**src/rtl/task_10_seq.sv**
```systemverilog
// rtl/task_10_seq.sv - packet sequencer for the task_10 dot-product pipeline
// Counts bytes, words and results per packet and gates the answer drain.
module task_10_seq #(
    parameter int NUM_BYTES_IN   = 320,
    parameter int WORDS_PER_VEC  = 8,
    parameter int NUM_RESULTS    = 20,
    parameter int RESULT_BYTES   = 8,
    parameter int TIMEOUT_CYCLES = 1023
) (
    input  logic        i_clk,
    input  logic        i_rst,
    input  logic        i_tdata_valid,
    input  logic        i_tdata_last,
    output logic        o_tready,
    input  logic        i_word_valid,
    input  logic        i_result_valid,
    input  logic        i_tmanager_ready,
    input  logic        i_out_last,
    output logic        o_out_start,
    output logic        o_des_clear,
    output logic [11:0] o_packet_size_in_bytes,
    output logic        o_busy,
    output logic [2:0]  o_state,
    output logic        o_err
);
    typedef enum logic [2:0] {
        IDLE     = 3'd0,
        RECV     = 3'd1,
        FLUSH    = 3'd2,
        WAIT_MGR = 3'd3,
        SEND     = 3'd4
    } state_t;

    state_t      state, state_n;
    logic [11:0] byte_cnt, byte_cnt_n, byte_inc;
    logic [9:0]  word_cnt, word_cnt_n, exp_res;
    logic [7:0]  res_cnt, res_cnt_n;
    logic [15:0] to_cnt, to_cnt_n;
    logic [11:0] pkt_size_n;
    logic        tready_n, out_start_n, des_clear_n, err_n;
    logic        res_err, done, timeout;

    always_ff @(posedge i_clk or posedge i_rst) begin
        if (i_rst) begin
            state                  <= IDLE;
            byte_cnt               <= '0;
            word_cnt               <= '0;
            res_cnt                <= '0;
            to_cnt                 <= '0;
            o_tready               <= 1'b0;
            o_out_start            <= 1'b0;
            o_des_clear            <= 1'b0;
            o_packet_size_in_bytes <= '0;
            o_err                  <= 1'b0;
        end else begin
            state                  <= state_n;
            byte_cnt               <= byte_cnt_n;
            word_cnt               <= word_cnt_n;
            res_cnt                <= res_cnt_n;
            to_cnt                 <= to_cnt_n;
            o_tready               <= tready_n;
            o_out_start            <= out_start_n;
            o_des_clear            <= des_clear_n;
            o_packet_size_in_bytes <= pkt_size_n;
            o_err                  <= err_n;
        end
    end

    always_comb begin
        state_n     = state;
        byte_cnt_n  = byte_cnt;
        word_cnt_n  = word_cnt;
        res_cnt_n   = res_cnt;
        to_cnt_n    = to_cnt;
        pkt_size_n  = o_packet_size_in_bytes;
        err_n       = o_err;
        out_start_n = 1'b0;
        des_clear_n = 1'b0;
        res_err     = 1'b0;
        byte_inc    = byte_cnt + 12'd1;
        exp_res     = word_cnt / 10'(WORDS_PER_VEC);
        done        = {2'b00, res_cnt} >= exp_res;
        timeout     = (to_cnt + 16'd1) == 16'(TIMEOUT_CYCLES);

        // Results only belong to a packet while it is receiving or flushing.
        if (i_result_valid) begin
            if ((state == RECV) || (state == FLUSH)) begin
                if (res_cnt == 8'(NUM_RESULTS))
                    res_err = 1'b1;
                else
                    res_cnt_n = res_cnt + 8'd1;
            end else begin
                res_err = 1'b1;
            end
        end

        case (state)
            IDLE: begin
                if (i_tdata_valid) begin
                    byte_cnt_n = 12'd1;
                    err_n      = 1'b0;
                    if (i_tdata_last) begin
                        err_n   = 1'b1;
                        state_n = FLUSH;
                    end else begin
                        state_n = RECV;
                    end
                end
            end
            RECV: begin
                if (i_word_valid)
                    word_cnt_n = word_cnt + 10'd1;
                if (i_tdata_valid) begin
                    byte_cnt_n = byte_inc;
                    if (i_tdata_last) begin
                        state_n = FLUSH;
                        if (byte_inc != 12'(NUM_BYTES_IN))
                            err_n = 1'b1;
                    end else if (byte_inc == 12'(NUM_BYTES_IN)) begin
                        state_n = FLUSH;
                        err_n   = 1'b1;
                    end
                end
            end
            FLUSH: begin
                to_cnt_n = to_cnt + 16'd1;
                if ((word_cnt % 10'(WORDS_PER_VEC)) != 10'd0)
                    err_n = 1'b1;
                if (done || timeout) begin
                    state_n    = WAIT_MGR;
                    pkt_size_n = 12'(res_cnt_n) * 12'(RESULT_BYTES);
                    if (!done)
                        err_n = 1'b1;
                end
            end
            WAIT_MGR: begin
                if (res_cnt == 8'd0) begin
                    state_n    = IDLE;
                    byte_cnt_n = '0;
                    word_cnt_n = '0;
                    to_cnt_n   = '0;
                end else if (i_tmanager_ready) begin
                    out_start_n = 1'b1;
                    state_n     = SEND;
                end
            end
            SEND: begin
                if (i_out_last) begin
                    state_n     = IDLE;
                    des_clear_n = 1'b1;
                    byte_cnt_n  = '0;
                    word_cnt_n  = '0;
                    res_cnt_n   = '0;
                    to_cnt_n    = '0;
                end
            end
            default: state_n = IDLE;
        endcase

        if (res_err)
            err_n = 1'b1;
        tready_n = (state_n == IDLE) || (state_n == RECV);
    end

    assign o_busy  = (state != IDLE);
    assign o_state = state;
endmodule
```
**config.mk**
```make
export PLATFORM = sky130hd
export DESIGN_NAME = task_10_seq
export DESIGN_NICKNAME = d
export VERILOG_FILES = /design/src/rtl/task_10_seq.sv
export SDC_FILE = /design/constraint.sdc
export NUM_CORES = 1
export LEC_CHECK = 0
export ABC_AREA = 1
export BUFFER_PORTS_ARGS = -buffer_cell sky130_fd_sc_hd__clkbuf_2
export CORE_AREA = 2 2 95 97
export CTS_BUF_LIST = sky130_fd_sc_hd__clkbuf_16
export CTS_CLUSTER_DIAMETER = 80
export DETAILED_ROUTE_END_ITERATION = 10
export DIE_AREA = 0 0 97 99
export GPL_TIMING_DRIVEN = 0
export PLACE_DENSITY = 0.72
export SLEW_MARGIN = 30
export SYNTH_ARGS = -nofsm -noshare
export SYNTH_HDL_FRONTEND = slang
export SYNTH_SLANG_ARGS = --single-unit
```
**constraint.sdc**
```tcl
create_clock -name i_clk -period 3.4 [get_ports i_clk]
set_clock_uncertainty 0.2 [all_clocks]
set_input_delay 0 -clock i_clk [delete_from_list [all_inputs] [get_ports i_clk]]
set_output_delay 0 -clock i_clk [all_outputs]
set_load 0.01 [all_outputs]
```
; ---- Word level (Yosys, flattened, before mapping)
; Cells that the tools add are included.
[totals]
input_bits = 8
regBits = 61
[classes]
eq_ne = 18
reduce_logical = 17
n_mux = 46
add_sub_neg = 4
order_cmp = 1
[ops]
columns = op, count
row1 = $mux 12, 4
row2 = $pmux 12 s4, 1
row3 = $pmux 16 s3, 1
row4 = $mux 8, 5
row5 = $mux 16, 2
row6 = $mux 10, 3
row7 = $pmux 10 s3, 1
row8 = $mux 3, 8
row9 = $mux 1, 18
row10 = $add 16x1->16 const B, 1
row11 = $eq 16x10->1 const B, 1
row12 = $pmux 3 s5, 1
row13 = $add 12x1->12 const B, 1
row14 = $eq 12x9->1 const B, 1
row15 = $ne 12x9->1 const B, 1
row16 = $add 10x1->10 const B, 1
row17 = $ne 2x2->1 const B, 5
row18 = $reduce_and 5->1, 2
row19 = $reduce_bool 10->1, 1
row20 = $reduce_bool 3->1, 3
row21 = $add 8x1->8 const B, 1
row22 = $eq 8x5->1 const B, 1
row23 = $ge 8x7->1, 1
row24 = $logic_not 8->1, 1
row25 = 13 further kinds, 21

; ---- Logic depth before layout (Yosys ltp)
[logic_depth]
depth_word = 8
ltp_mapped = 15
mapped_depth_nobuf = 15

; ---- Worst setup path after synthesis
; No wires, ideal clock.
[synth_path]
path_type = reg-to-reg
start = reg to_cnt[1]
end = reg o_packet_size_in_bytes[4]
path_buffers = 1
setup_ns = 0.127
arrival_time_ns = 1.730
slack_ns = 1.343
required_ns = 3.073
path_stages_with_launch = 16
cell_sequence = dfrtp_1 > ha_1 > nand2_1 > nor2_2 > nand2_1 > nand2_1 > nand2_1 > nor2_1 > nand2_1 > nor2_4 > nand3_2 > nand2_2 > nand2_4 > buf_6 > nand2_2 > o21ai_2
[synth_between]
elab_chain_len = 4
[synth_lines]
columns = item, line_no
row1 = "start, declared", 38  ; logic [15:0] to_cnt, to_cnt_n;
row2 = "start signal, assigned", 60  ; to_cnt <= to_cnt_n;
row3 = $add 16x1->16, 83  ; timeout = (to_cnt + 16'd1) == 16'(TIMEOUT_CYCLES);
row4 = $eq 16x10->1, 83
row5 = $logic_or 1x1->1, 129  ; if (done || timeout) begin
row6 = $reduce_and 2->1 (no line), -
row7 = "end signal, assigned", 64  ; o_packet_size_in_bytes <= pkt_size_n;
row8 = "end, declared", 21  ; output logic [11:0] o_packet_size_in_bytes,
; No other way between the ends.
; A chain may end at the register's enable or synchronous reset.

; ---- Worst setup path after layout
[layout_path]
start = reg byte_cnt[0]
end = reg o_tready
[layout_between]
elab_chain_len = 8
[layout_lines]
columns = item, line_no
row1 = "start, declared", 35  ; logic [11:0] byte_cnt, byte_cnt_n, byte_inc;
row2 = "start signal, assigned", 57  ; byte_cnt <= byte_cnt_n;
row3 = $add 12x1->12 (*), 80  ; byte_inc = byte_cnt + 12'd1;
row4 = $eq 12x9->1 (*), 119  ; end else if (byte_inc == 12'(NUM_BYTES_IN)) begin
row5 = $mux 3 (*), 119
row6 = $mux 3 (*), 115  ; if (i_tdata_last) begin
row7 = $mux 3 (*), 113  ; if (i_tdata_valid) begin
row8 = $pmux 3 s5 (*), 97  ; case (state)
row9 = named net state_n[1], 34  ; state_t state, state_n;
row10 = $eq 3x1->1 / $logic_not 3->1 (equally long branches), 162  ; tready_n = (state_n == IDLE) || (state_n == RECV);
row11 = $logic_or 1x1->1 (*), 162
row12 = named net tready_n, 40  ; logic tready_n, out_start_n, des_clear_n, err_n;
row13 = "end signal, assigned", 61  ; o_tready <= tready_n;
row14 = "end, declared", 14  ; output logic o_tready,
; The timed path passes the listed nets; every way through them passes the cells marked *.

==> impl_metrics.yaml <==
clock_network:
  cts_repair_resize_count: 0
  cts.clk_slew.worst_paths_ns: 0.06
  numClockSinks: 61
  hold_buffers: 8
  cts_buffers: 9
  cts_tree: "done"
  ctsRootBufferMaster: "clkbuf_16"
  postCtsSetupRepairBufs: 0
  clk_latency_ns: 0.33
  h-tree-depth: 3
  clockBufferDepth: 2
setup_path:
  startpoint: "byte_cnt[0]"
  start_kind: "flip-flop"
  setup.worst_path.end_class: "flip-flop"
  reg2reg_depth: 11
  crit_top_cell: "nor2_1"
  r2r_start: "byte_cnt[0]"
  crit_path_cell_trace: "ha_1, nand2_1, nor2_1, xor2_1, nor2_1, nand2_1, nor2_1, a21oi_1, o211ai_1, dlygate4sd3_1, nor2_1"
  cp_top_family: "simple AND/OR/NAND/NOR gates"
  reg2reg_slack_ns: 0.73
  cp.required_ns: 3.41
  critical_path_peak_fanout: 4
  r2r-end: "o_tready"
  worstPathArrival_ns: 2.68
  critPathCapture: "o_tready"
  worst-path-buf-inv: 1
  slowest_stage: "dlygate4sd3_1"
  cp.depth: 11
  crit_type: "flip-flop to flip-flop"
  cpPeakStageDelay_ns: 0.58
logic_synthesis:
  async_reset_ff_frac: 1.00
  synth_area_per_cell_sq_um: 7.29
  synth.area.top_cells: "dfrtp_1, nand2_1, inv_1"
  synth-edff-count: 0
  yosysWarnings: 0
  synth_seq_cells: 61
  ys_types: 35
  netlist_instances: 520
  synth_ff_type: "dfrtp_1"
  yosys.area.top_type_share: 0.403
  seq_area_frac_synth: 0.403
  yosys.area.top_type: "dfrtp_1"
  synth_area_sq_um: 3790
timing:
  finalCritPeriodShare: 0.785
  min_period_ns: 2.67
  slew_headroom: 0.548
  fin_setup_tns_ns: 0
  slew_violations: 0
  fmax_mhz: 374
  rsz0062_at_grt: "no"
  hold_viol_final: 0
  worst_pin_slew_ns: 0.675
  setup_viol: 0
placed_design:
  placed_area_sq_um: 4080
  place_hpwl_microns: 6310
  place.gp.congestion: 0.898
  io_buffers: 23
power:
  clockPowerShare: 0.235
  seqPwrFrac: 0.321
  ir_worst_vdd_mv: 0.740
  sw_frac_of_total: 0.443
  leakage_nw: 2.12
  powerDensity_nw_per_um2: 881
  power_frac_comb: 0.444
  p_int_mw: 2.19
  switching_power_mw: 1.74
route:
  final_antenna_net_count: 0
  num_vias: 3393
  drt-wirelength-per-cell_microns: 12.5
  dr.first_iter.drc_count: 158
  wl_microns: 8490
  viasPerCell: 5.00
  drt-pass1-iter-count: 4
  drc_errors: 0
global_route:
  track_usage: 0.190
  grt_pass1_vias: 3266
  grt_max_degree: 46
  grt_first_pass_wirelength_microns: 14800
  antenna_found_initial: 0
  gr-total-overflow: 0
run:
  cap_violations: 0
die:
  die-area_sq_um: 9600
  die_h_microns: 99
  ios: 28
  initial_utilization: 0.443
  floorplan.rows: 34
  die_x_microns: 97
  core_sq_um: 8550
finish:
  final_common_cell: "nand2_1"
  nNetsFinal: 588
  final_core_util: 0.522
  antennaDiodeCount: 0
  final_cell_area_sq_um: 4460
  final_cell_mix: "nand2_1, inv_1, dfrtp_1"
  drive_above_1_share: 0.145
  area_delta_synth_final_pct: 17.7
run_status:
  outcome: "finished clean"
worst_hold_path:
  worstHoldPathType: "primary input to flip-flop"
==> flip-flops by register name, indices dropped and copies added, names as in the netlist <==
register	flops
o_packet_size_in_bytes	8
res_cnt	8
byte_cnt	12
o_state	3
o_tready	1
o_des_clear	1
o_err	1
to_cnt	16
o_out_start	1
word_cnt	10
==> cell type report <==
type / count / area, sq um
Buffer: 7 / 50.0
Clock inverter: 7 / 75.1
Clock buffer: 9 / 225
Inverter: 78 / 295
Sequential cell: 61 / 1530
Multi-Input combinational cell: 377 / 1930
Timing Repair Buffer: 32 / 223
Tap cell: 108 / 135
Fill cell: 777 / 4090
==> routing by layer <==
layer | vias up | track usage | wire [microns]
met2 | 54 | 0.316 | 4110
li1 | 1778 | - | -
met5 | - | 0 | 0
met3 | 7 | 0.0468 | 364
met1 | 1554 | 0.247 | 3930
met4 | 0 | 0.0542 | 86
==> cell usage after synthesis (all sizes together) (2+ instances only) <==
master and instances:
ha 14, clkinv 2, inv 76, o21ai 44, xor2 6, nor2 69, o22ai 11, dfrtp 61
nand4 13, nor3 9, nand2 146, a21oi 11, o211ai 2, nand3 39, a31oi 3, buf 6
==> metrics by stage <==
step	std cells	power (mW)	hold slack, ns	setup slack (ns)
global placement	654	2.91	0.0746	0.898
CTS	679	3.95	0.0181	0.718
detailed placement	655	2.98	-0.251	1.04
floorplan	523	2.51	-0.0769	1.34
finish	679	3.93	0.0136	0.730
global route	679	4.29	0.0725	0.516
==> worst min-delay path, delay by kind of cell <==
family,cells,cell delay (ns)
AOI/OAI and AO/OA,2,0.19
buffers and inverters,1,0.09
and+or+nand+nor,1,0.21
==> power by group through the flow <==
stage | Sequential [mW] | Combinational (mW) | Clock (mW)
after floorplan | 1.24 | 1.27 | 0
after global placement | 1.26 | 1.65 | 0
after detailed placement | 1.27 | 1.71 | 0
after CTS | 1.26 | 1.76 | 0.936
after global routing | 1.30 | 2.02 | 0.962
final | 1.26 | 1.75 | 0.922
==> worst min-delay path by stage <==
stage / start / to / slack [ns] / depth (start not counted)
floorplan: i_tmanager_ready / o_out_start / -0.08 / 2
global placement: i_tmanager_ready / o_out_start / 0.07 / 3
detailed placement: i_rst / to_cnt[3] / -0.25 / 2
CTS: i_word_valid / word_cnt[0] / 0.02 / 4
global route: i_result_valid / o_err / 0.07 / 6
finish: i_word_valid / word_cnt[0] / 0.01 / 4
==> cell families after synthesis <==
group,after synthesis,share of synthesized area
fa+ha+maj,14,0.0462
other cells,1,0.000989
flops,61,0.403
compound gates,74,0.115
simple gates,279,0.331
buf+inv,85,0.0904
xor+xnor,6,0.0139
(Power assumes the default switching activity.)
